[src/rtl/rs_pkg.sv]
// GF(2^8) arithmetic and Reed-Solomon generator-polynomial helpers shared by the RS encoder and decoder.
// Everything here is evaluated at elaboration; the decoder reuses the same roots for its syndromes.
package rs_pkg;

   localparam int         GF_W         = 8;
   localparam logic [8:0] POLY_DEFAULT = 9'h11D;
   localparam int         NSYM_MAX     = 32;

   typedef logic [GF_W-1:0]                 gf_t;
   typedef logic [NSYM_MAX-1:0][GF_W-1:0]   gf_vec_t;
   typedef enum logic {MSG = 1'b0, PARITY = 1'b1} rs_state_t;

   function automatic gf_t gf_mul(input gf_t a, input gf_t b, input logic [8:0] poly);
      gf_t        acc;
      gf_t        sh;
      logic [8:0] t;
      acc = '0;
      sh  = a;
      for (int i = 0; i < GF_W; i++) begin
         if (b[i]) acc = acc ^ sh;
         t = {sh, 1'b0};
         if (t[8]) t = t ^ poly;
         sh = t[7:0];
      end
      return acc;
   endfunction

   // g(x) = prod (x + alpha^i), i = 0..nsym-1, alpha = 0x02; returns g[0..nsym-1], monic term implicit.
   function automatic gf_vec_t rs_gen_poly(input int nsym, input logic [8:0] poly);
      gf_t     g [0:NSYM_MAX];
      gf_t     root;
      gf_vec_t res;
      for (int j = 0; j <= NSYM_MAX; j++) g[j] = '0;
      g[0] = 8'h01;
      root = 8'h01;
      for (int i = 0; i < NSYM_MAX; i++) begin
         if (i < nsym) begin
            for (int j = NSYM_MAX; j >= 1; j--)
               g[j] = g[j-1] ^ gf_mul(g[j], root, poly);
            g[0] = gf_mul(g[0], root, poly);
            root = gf_mul(root, 8'h02, poly);
         end
      end
      res = '0;
      for (int j = 0; j < NSYM_MAX; j++)
         if (j < nsym) res[j] = g[j];
      return res;
   endfunction

endpackage

[src/rtl/rs_gf_const_mul.sv]
// Multiplies a GF(2^8) symbol by an elaboration-time constant.
// Combinational XOR network: each input bit contributes one precomputed column.
module rs_gf_const_mul
   import rs_pkg::*;
#(
   parameter gf_t        C    = 8'h01,
   parameter logic [8:0] POLY = POLY_DEFAULT
) (
   input  logic [GF_W-1:0] a,
   output logic [GF_W-1:0] y
);

   function automatic logic [GF_W-1:0][GF_W-1:0] columns(input gf_t c, input logic [8:0] poly);
      logic [GF_W-1:0][GF_W-1:0] col;
      for (int j = 0; j < GF_W; j++)
         col[j] = gf_mul(gf_t'(1 << j), c, poly);
      return col;
   endfunction

   localparam logic [GF_W-1:0][GF_W-1:0] COL = columns(C, POLY);

   always_comb begin
      y = '0;
      for (int j = 0; j < GF_W; j++)
         y = y ^ (COL[j] & {GF_W{a[j]}});
   end

endmodule

[src/rtl/rs_encoder_stream.sv]
// Systematic RS(K+NSYM, K) encoder over GF(2^8): message symbols pass through, then NSYM parity symbols.
// One output register (1-cycle latency); m_ready low freezes the LFSR, counters and state.
module rs_encoder_stream
   import rs_pkg::*;
#(
   parameter int         NSYM = 4,
   parameter int         K    = 251,
   parameter logic [8:0] POLY = POLY_DEFAULT
) (
   input  logic       clk,
   input  logic       rst,
   input  logic       s_valid,
   output logic       s_ready,
   input  logic [7:0] s_data,
   output logic       m_valid,
   input  logic       m_ready,
   output logic [7:0] m_data,
   output logic       m_last
);

   localparam int            PW       = (NSYM > 2) ? $clog2(NSYM) : 1;
   localparam gf_vec_t       G        = rs_gen_poly(NSYM, POLY);
   localparam logic [7:0]    MSG_LAST = 8'(K - 1);
   localparam logic [PW-1:0] PAR_LAST = PW'(NSYM - 1);

   rs_state_t            state;
   rs_state_t            state_nxt;
   logic                 run;
   logic [7:0]           msg_cnt;
   logic [PW-1:0]        par_cnt;
   logic [NSYM-1:0][7:0] r;
   logic [NSYM-1:0][7:0] r_nxt;
   logic [NSYM-1:0][7:0] gm;
   logic [7:0]           fb;
   logic                 out_free;
   logic                 in_xfer;
   logic                 par_load;

   assign fb = s_data ^ r[NSYM-1];

   for (genvar i = 0; i < NSYM; i++) begin : g_tap
      rs_gf_const_mul #(.C(G[i]), .POLY(POLY)) u_mul (
         .a (fb),
         .y (gm[i])
      );
   end

   always_comb begin
      r_nxt    = '0;
      r_nxt[0] = gm[0];
      for (int i = 1; i < NSYM; i++)
         r_nxt[i] = r[i-1] ^ gm[i];
   end

   // Keeps s_ready low while rst is asserted without a combinational path from rst.
   always_ff @(posedge clk or posedge rst) begin
      if (rst) run <= 1'b0;
      else     run <= 1'b1;
   end

   always_ff @(posedge clk or posedge rst) begin
      if (rst) state <= MSG;
      else     state <= state_nxt;
   end

   always_comb begin
      state_nxt = state;
      s_ready   = 1'b0;
      in_xfer   = 1'b0;
      par_load  = 1'b0;
      out_free  = !m_valid || m_ready;
      case (state)
         MSG: begin
            s_ready = run && out_free;
            in_xfer = s_valid && s_ready;
            if (in_xfer && msg_cnt == MSG_LAST) state_nxt = PARITY;
         end
         PARITY: begin
            par_load = out_free;
            if (par_load && par_cnt == PAR_LAST) state_nxt = MSG;
         end
         default: state_nxt = MSG;
      endcase
   end

   always_ff @(posedge clk or posedge rst) begin
      if (rst) begin
         r       <= '0;
         msg_cnt <= '0;
         par_cnt <= '0;
         m_valid <= 1'b0;
         m_data  <= '0;
         m_last  <= 1'b0;
      end else if (in_xfer) begin
         r       <= r_nxt;
         m_data  <= s_data;
         m_valid <= 1'b1;
         m_last  <= 1'b0;
         msg_cnt <= (msg_cnt == MSG_LAST) ? 8'd0 : msg_cnt + 8'd1;
      end else if (par_load) begin
         // Shifting a zero in means r is all-zero once the last parity symbol leaves.
         r       <= {r[NSYM-2:0], 8'h00};
         m_data  <= r[NSYM-1];
         m_valid <= 1'b1;
         m_last  <= (par_cnt == PAR_LAST);
         par_cnt <= (par_cnt == PAR_LAST) ? '0 : par_cnt + PW'(1);
      end else if (m_valid && m_ready) begin
         m_valid <= 1'b0;
         m_last  <= 1'b0;
      end
   end

endmodule

[config.mk]
export PLATFORM = sky130hd
export DESIGN_NAME = rs_encoder_stream
export DESIGN_NICKNAME = d
export VERILOG_FILES = /design/src/rtl/rs_pkg.sv /design/src/rtl/rs_gf_const_mul.sv /design/src/rtl/rs_encoder_stream.sv
export SDC_FILE = /design/constraint.sdc
export NUM_CORES = 1
export LEC_CHECK = 0
export BUFFER_PORTS_ARGS = -buffer_cell sky130_fd_sc_hd__buf_2
export CORE_MARGIN = 1
export CORE_UTILIZATION = 50
export CTS_BUF_LIST = sky130_fd_sc_hd__clkbuf_16
export CTS_CLUSTER_DIAMETER = 40
export CTS_CLUSTER_SIZE = 25
export DETAILED_ROUTE_END_ITERATION = 10
export PLACE_DENSITY = 0.71
export SETUP_SLACK_MARGIN = 0.1
export SYNTH_ARGS = -nofsm -noshare
export SYNTH_HDL_FRONTEND = slang
export SYNTH_SLANG_ARGS = --single-unit
[constraint.sdc]
create_clock -name clk -period 2.2 [get_ports clk]
set_clock_uncertainty 0.1 [all_clocks]
set_input_delay 0.44 -clock clk [delete_from_list [all_inputs] [get_ports clk]]
set_output_delay 0.44 -clock clk [all_outputs]
set_load 0.01 [all_outputs]
==> results.yml <==
run_status:
  status: "complete, no violations"
cells_and_area:
  num-fill-cells: 506
  seqCellArea_um2: 1354
  diodes: 0
  drive_gt1_share_pct: 24.33
  stdcell_count: 451
  fin_nets: 389
  syn_to_final_growth_pct: 21.12
  multiInputGateArea_um2: 1858
power:
  leakagePower_nw: 1.903
  power.density_nw_per_um2: 1739
  vdd_drop_max_v: 0.001408
  finalPower_mw: 6.850
worst_setup_path:
  cp-end-kind: "flop"
  arrival_ps: 2180
  critPathMaxFanout: 4
  cp_slowest_cell: "xnor3_2"
  worstSetupPathType: "flop to flop"
  r2r-start: "r[28]"
  crit_family: "XOR/XNOR gates"
  worstRegToRegCells: 6
  timing.rr.end: "r[29]"
  max_stage_delay_ps: 510
  start_kind: "flop"
  worst-path-buf-inv: 1
  cp_cell_sequence: "xor2_4 -> xnor3_2 -> buf_6 -> xor2_2 -> and3_1 -> a211oi_2"
  required_ps: 2310
  r2r_slack_ps: 130
global_route:
  grt_max_degree: 55
  grt_antenna_before_repair: 0
  grt_pass1_wl_um: 11690
  gr-total-overflow: 0
  grt_pass1_vias: 2370
  grt.total_usage_pct: 22.92
timing:
  rsz0062_at_grt: "true"
  layout_min_cycle_time_ps: 2070
  finalHoldViolCount: 0
  finalCritPeriodShare_pct: 94.10
  drv_slew: 0
  max_freq_ghz: 0.4830
  setup_viol: 0
die:
  rows: 29
  die_w_um: 82.66
  die_y_um: 82.66
  coreArea_um2: 6314
  ios: 23
  start_util_pct: 51.53
  fp.dieArea_um2: 6833
clock_network:
  numCtsBuffers: 5
  cts.path.max_buffers: 2
  tritoncts: "done"
  clkSinkCount: 54
  htree_levels: 2
  clkLatencyLatePin_ps: 290
  ctsRootBufferMaster: "clkbuf_16"
  ctsHoldBuffers: 0
  cts.clk_slew.worst_paths_ps: 70
synth:
  synth_nets: 344
  synth-seq-cells: 54
  yosysSeqAreaShare_pct: 41.54
  yosys_warnings: 0
  async_reset_ff_share_pct: 100.0
  synth_top_flop_cell: "dfrtp_1"
  yosysUniqueCellTypes: 48
  syn_avg_cell_area_um2: 9.888
  synth-edff-count: 0
  syn_inst: 329
  netlist_area_um2: 3253
placed_design:
  routabilityCongestion: 0.8224
  dp_cells: 439
  io_buffers: 22
  dp_hpwl_um: 4884
detailed_routing:
  avgRoutedWirePerCell_um: 16.40
  drt_wl_total_um: 7398
  vias_per_cell: 5.734
  drc: 0
  firstDrtPassIters: 6
  postRouteAntennaNets: 0
  drt_iter0_markers: 150
  dr_total_vias: 2586
job:
  drv_cap: 0
worst_hold_path:
  hold_class: "input pin to asynchronous set/reset pin"
==> layout make-up <==
class / count / area share (%)
Clock inverter: 2 / 0.8574
Timing Repair Buffer: 55 / 10.86
Sequential cell: 54 / 34.36
Tap cell: 77 / 2.445
Inverter: 12 / 1.143
Clock buffer: 5 / 3.176
Multi-Input combinational cell: 246 / 47.16
==> worst max path at each step <==
| stage | start | end | slack [ps] | cells past startpoint |
|---|---|---|---|---|
| 2_1_floorplan | r[27] | r[15] | 120 | 5 |
| 3_3_place_gp | s_data[4] | r[15] | -30 | 6 |
| 3_5_place_dp | s_data[4] | r[28] | -100 | 6 |
| 4_1_cts | r[26] | r[28] | 110 | 5 |
| 5_1_grt | r[28] | r[12] | 50 | 6 |
| 6_report | r[28] | r[29] | 130 | 6 |
==> logic make-up (layout without fill, tap and decap cells) <==
family	after synthesis	in the layout	synth area share, %
AND/OR/NAND/NOR	114	114	17.19
AO/OA/AOI/OAI	76	76	15.11
flip-flops	54	54	41.54
XOR/XNOR	51	51	21.08
buffers and inverters	29	74	3.461
adder cells (fa/ha/maj)	3	3	1.154
other	1	1	0.1153
multiplexers	1	1	0.3461
==> metrics by stage <==
stage	hold WS [ps]	setup WS [ps]	instance area, um^2	util [%]	TNS, ps
after global routing	127.4	48.35	3940	62.41	0
after detailed placement	357.6	-100.4	3664	58.03	-255.2
final	82.01	129.8	3940	62.41	0
after global placement	352.6	-30.51	3664	58.03	-54.35
after CTS	110.8	105.6	3859	61.12	0
after floorplan	349.8	119.2	3264	-	0
==> timing repair <==
item | CTS | global route
pin swaps | 4 | 8
resized for setup | 1 | 14
setup endpoints to repair | 4 | 10
setup buffers | 3 | 2
==> where the power goes <==
| part | switching (mW) | internal [mW] | leakage [nW] |
|---|---|---|---|
| clock | 0.353 | 0.527 | 0.0773 |
| sequential | 0.347 | 1.36 | 0.652 |
| combinational | 1.98 | 2.28 | 1.17 |
| total | 2.68 | 4.17 | 1.90 |
==> routing by layer <==
layer	up-vias	GRT usage, %	wire length (um)	part of all wire, %
li1	1254	-	-	-
met3	10	3.736	276	3.7
met5	-	0	0	0
met1	1257	32.17	3412	46
met4	0	5.517	77	1.0
met2	65	36.89	3631	49
==> layout by cell type (no fill, tap or decap), drive strengths merged, types with 3 or more instances in the layout <==
master	n
and3	15
a211oi	4
or3	3
o22ai	9
nor2	19
buf	55
xnor2	28
o211ai	4
clkbuf	5
o21ai	27
ha	3
xor2	14
a211o	4
nand3	11
nor3	18
dfrtp	54
xnor3	7
nand2	36
a31oi	4
a21oi	8
inv	12
a22oi	8
==> cells in the mapped netlist (all sizes together) (2+ instances only) <==
cell type | number | area, um^2
a21o | 2 | 15.01
inv | 12 | 45.04
nand2 | 36 | 135.1
xor2 | 14 | 130.1
nand3 | 11 | 55.05
o21ai | 27 | 135.1
nand3b | 2 | 15.01
xnor3 | 7 | 161.4
nor3 | 18 | 90.09
o211ai | 4 | 40.03
nand4 | 2 | 12.51
or3 | 3 | 18.77
xor3 | 2 | 47.55
clkbuf | 13 | 48.80
dfrtp | 54 | 1351
nor2 | 19 | 71.32
a221oi | 2 | 17.52
a211oi | 4 | 30.03
buf | 4 | 18.76
a21oi | 8 | 40.04
ha | 3 | 37.54
xnor2 | 28 | 346.6
a211o | 4 | 35.03
o22ai | 9 | 56.30
a31oi | 4 | 25.02
nand2b | 2 | 20.02
and3 | 15 | 93.84
a22oi | 8 | 60.06
==> worst register-to-register path: cells and delay by family (launching register included) <==
kind	cells	cell delay, ps
AOI/OAI and AO/OA	1	140
xor gates and xnor gates	3	920
buffers and inverters	1	150
DFF	1	450
and+or+nand+nor	1	220
==> state kept, by name, summed over array words and instances (netlist names) <==
| name | cells |
|---|---|
| r | 32 |
| m_data | 8 |
| msg_cnt | 8 |
| par_cnt | 2 |
| m_last | 1 |
| m_valid | 1 |
| run | 1 |
| state | 1 |
Note: power is estimated with default switching activity, not from simulation.
